File: config.mk
export PLATFORM = sky130hd
export DESIGN_NAME = lib_cmps_from_pow2
export DESIGN_NICKNAME = d
export VERILOG_FILES = /design/src/rtl/lib_cmps_from_pow2.sv
export SDC_FILE = /design/constraint.sdc
export NUM_CORES = 1
export LEC_CHECK = 0
export CAP_MARGIN = 25
export CORE_MARGIN = 2
export CORE_UTILIZATION = 30
export CTS_BUF_LIST = sky130_fd_sc_hd__clkbuf_4 sky130_fd_sc_hd__clkbuf_8
export CTS_CLUSTER_DIAMETER = 120
export DETAILED_ROUTE_END_ITERATION = 10
export GPL_TIMING_DRIVEN = 0
export SLEW_MARGIN = 20
export SYNTH_ARGS = -nofsm -noshare
export SYNTH_HDL_FRONTEND = slang
export SYNTH_SLANG_ARGS = --single-unit
File: constraint.sdc
create_clock -name clk -period 1.2 [get_ports clk]
set_input_delay 0.24 -clock clk [delete_from_list [all_inputs] [get_ports clk]]
set_output_delay 0.24 -clock clk [all_outputs]
set_load 0.005 [all_outputs]
File: src/rtl/lib_cmps_from_pow2.sv
// Rebuilds a vector from a serial stream of one-hot terms.
// Each frame ends on s_last; the result carries a term count and error flags.
module lib_cmps_from_pow2 #(
  parameter int WIDTH     = 4,
  parameter int TERMS_MAX = WIDTH,
  parameter int CNT_W     = $clog2(TERMS_MAX + 1)
) (
  input  logic             clk,
  input  logic             rstn,
  input  logic             s_valid,
  output logic             s_ready,
  input  logic [WIDTH-1:0] s_onehot,
  input  logic             s_last,
  output logic             m_valid,
  input  logic             m_ready,
  output logic [WIDTH-1:0] m_vect,
  output logic [CNT_W-1:0] m_cnt,
  output logic [2:0]       m_err
);

  localparam logic [CNT_W-1:0] CNT_MAX = CNT_W'(TERMS_MAX);

  logic [WIDTH-1:0] acc;
  logic [CNT_W-1:0] cnt;
  logic [2:0]       err;

  logic [WIDTH-1:0] nxt_acc;
  logic [CNT_W-1:0] nxt_cnt;
  logic [2:0]       nxt_err;
  logic             take;
  logic             t_nz;
  logic             multi;

  assign s_ready = ~m_valid | m_ready;
  assign take    = s_valid & s_ready;
  assign t_nz    = |s_onehot;
  // clearing the lowest set bit leaves something only if 2+ bits set
  assign multi   = |(s_onehot & (s_onehot - WIDTH'(1)));

  always_comb begin
    nxt_acc    = acc | s_onehot;
    nxt_cnt    = cnt;
    nxt_err    = err;
    nxt_err[0] = err[0] | multi;
    nxt_err[1] = err[1] | (|(acc & s_onehot));
    if (t_nz) begin
      if (cnt == CNT_MAX) begin
        nxt_err[2] = 1'b1;
      end else begin
        nxt_cnt = cnt + CNT_W'(1);
      end
    end
  end

  always_ff @(posedge clk or negedge rstn) begin
    if (!rstn) begin
      acc     <= '0;
      cnt     <= '0;
      err     <= '0;
      m_valid <= 1'b0;
      m_vect  <= '0;
      m_cnt   <= '0;
      m_err   <= '0;
    end else begin
      if (take && s_last) begin
        acc     <= '0;
        cnt     <= '0;
        err     <= '0;
        m_valid <= 1'b1;
        m_vect  <= nxt_acc;
        m_cnt   <= nxt_cnt;
        m_err   <= nxt_err;
      end else begin
        if (take) begin
          acc <= nxt_acc;
          cnt <= nxt_cnt;
          err <= nxt_err;
        end
        if (m_valid && m_ready) begin
          m_valid <= 1'b0;
        end
      end
    end
  end

endmodule
==> flow_summary.toml <==
[route]
num_vias = 876
drt_wl_total_um = 2390
avgViaCountPerCell = 4.81
drc = 0
final_antenna_net_count = 0
drt-wirelength-per-cell_um = 13.1
first_pass_iters = 4
drtIter0Drc = 32

[finish]
drive_above_1_share_pct = 46.4
areaGrowthSynthToFinish_pct = 57.2
num_antenna_cells = 0
final_util_pct = 49.3
fin_nets = 150

[cts]
ctsRootBufferMaster = "clkbuf_4"
cts_made_buffers = 3
cts_sinks = 21
path_clk_slew_ns = 0.12
postCtsHoldBufs = 0
cts_tree = "built"
insertion_delay_ns = 0.31
clk_path_buf_depth = 2
htreeDepth = 1

[global_route]
grt_max_degree = 22
grt_pass1_wl_um = 3750
gr-total-overflow = 0
antenna_found_initial = 0
grt_pass1_vias = 866
groute.usage.overall_pct = 14.1

[yosys]
ys.flop_type = "dfrtp_1"
synth_most_common_cell = "nor2_1"
yosysWarningCount = 0
synth_area_leaders = "dfrtp_1 (55%), a21oi_1 (10%), nor2_1 (8.7%), ha_1 (2.6%), buf_2 (2.1%)"
synth_commonest_cells = "nor2_1 (22), dfrtp_1 (21), a21oi_1 (19)"
syn-num-nets = 110
netlist_instances = 99
netlist_area_um2 = 950
ys_seq_area_share_pct = 55.3
yosysUniqueCellTypes = 25
synthArstFlopShare_pct = 100
ys_ff_latch = 21
synth_edf_count = 0
syn_area_per_cell_um2 = 9.59
yosysTopAreaCell = "dfrtp_1"
yosysTopAreaCellShare_pct = 55.3

[sta]
worstMarginPinSlew_ns = 0.563
rsz0062_at_grt = "yes"
final.setup.worst_slack_ns = -0.0408
relSlewSlack_pct = 62.2
post-route-period-util_pct = 103
max_freq_ghz = 0.806
setup_viol = 15
hold_ws_ns = 0.211
slew_violations = 0
hold_viol = 0
finalClockSkew_ns = 0.00199
final.setup.tns_ns = -0.280
period_needed_ns = 1.24

[die]
start_util_pct = 31.4
fp.dieW_um = 60.3
num_rows = 20
die_area_um2 = 3630
io_pins = 21
die_h_um = 60.3
core_area_um2 = 3030

[setup_path]
crit_arrival_ns = 1.49
crit_type = "input port to register"
startpoint_type = "input port"
endpoint_kind = "register"
worstPathRequired_ns = 1.45
crit_fanout = 7

[power]
p_leak_nw = 0.623
vdd_drop_max_mv = 0.824
power.density_nw_per_um2 = 1400
power_mw = 2.09

[min_path]
worstHoldPathType = "input port to asynchronous set/reset pin"

[place]
dpl.hpwl_um = 1490
io_buffers = 20
place_congestion = 0.780

[status]
status = "finished, violations left"
violations = "setup timing"

[run]
cap_violations = 0
## worst paths after layout
path	from	to	slack, ns	depth (start not counted)
min in group clk	s_onehot[3]	acc[3]$_DFFE_PN0P_	0.36	3
setup reg to reg	m_valid$_DFFE_PN0P_	m_vect[1]$_DFFE_PN0P_	-0.03	6
setup / recovery	m_ready	m_vect[1]$_DFFE_PN0P_	-0.04	7
max in group asynchronous	rstn	m_vect[0]$_DFFE_PN0P_	0.56	2
hold / removal	rstn	cnt[1]$_DFFE_PN0P_	0.21	1
hold reg to reg	err[1]$_DFFE_PN0P_	err[1]$_DFFE_PN0P_	0.51	2
## cells by family (layout without fill, tap and decap cells)
logic type / after synthesis / after routing / synth area share, %
mux: 1 / 1 / 1.05
flops: 21 / 21 / 55.3
fa+ha+maj: 2 / 2 / 2.63
simple gates: 32 / 32 / 14.9
compound gates: 33 / 33 / 21.1
xor+xnor: 1 / 1 / 0.922
buf+inv: 9 / 48 / 4.08
## cells in the final DEF (no fill, tap or decap), drive strengths merged
master and n:
a21oi 19, ha 2, nand2b 1, dfrtp 21, and2 1, clkdlybuf4s50 4
o21ai 1, a22oi 2, or4 1, nor4 1, buf 22, o2bb2ai 1
nand2 4, and3 1, xnor2 1, clkinvlp 1, dlygate4sd2 2, clkbuf 11
a41oi 1, a31oi 3, inv 3, mux2i 1, clkdlybuf4s15 5, a32o 1
nor2 23, o22ai 1, a211o 2, o31ai 2
## flip-flops by register name (all words and copies together), names as in the netlist
register,flops
acc,4
m_vect,4
cnt,3
err,3
m_cnt,3
m_err,3
m_valid,1
## per-stage QoR
stage,cells,setup slack [ns],cell area [um2]
detailed placement,163,-0.704,1240
finish,182,-0.0408,1490
CTS,173,-0.0507,1380
global route,182,-0.0894,1490
global placement,163,-0.662,1240
floorplan,99,-0.0183,987
## critical path: stages
cell and delay [ns]:
clkdlybuf4s50_1 0.45, nand2b_1 0.13, buf_6 0.11, and3_4 0.26, buf_8 0.16, nor2_2 0.03, a21oi_1 0.11
## layout make-up
type,instances,area [um2]
tap,44,55.1
sequential,21,526
clock inverter,1,7.51
fill,305,1540
buffer,4,52.6
inverter,3,11.3
timing repair buffer,37,303
multi-input combinational,69,515
clock buffer,3,22.5
## timing repair
item / CTS / global route
gates cloned: 2 / 0
setup endpoints to repair: 32 / 27
buffers inserted: 6 / 8
resized for setup: 49 / 33
pin swaps: 1 / 1
## report_power, final
part | total [mW] | internal (mW) | switching [mW]
logic | 0.781 | 0.427 | 0.354
clock network | 0.362 | 0.127 | 0.235
registers | 0.948 | 0.849 | 0.0999
## per-layer routing
layer  GRT usage, %  wire [um]  vias to the layer above
met3           4.76        122                        4
li1               -          -                      425
met2           23.4       1180                       23
met5              0          0                        -
met4           3.17         22                        0
met1           17.7       1070                      424
(Power assumes the default switching activity.)
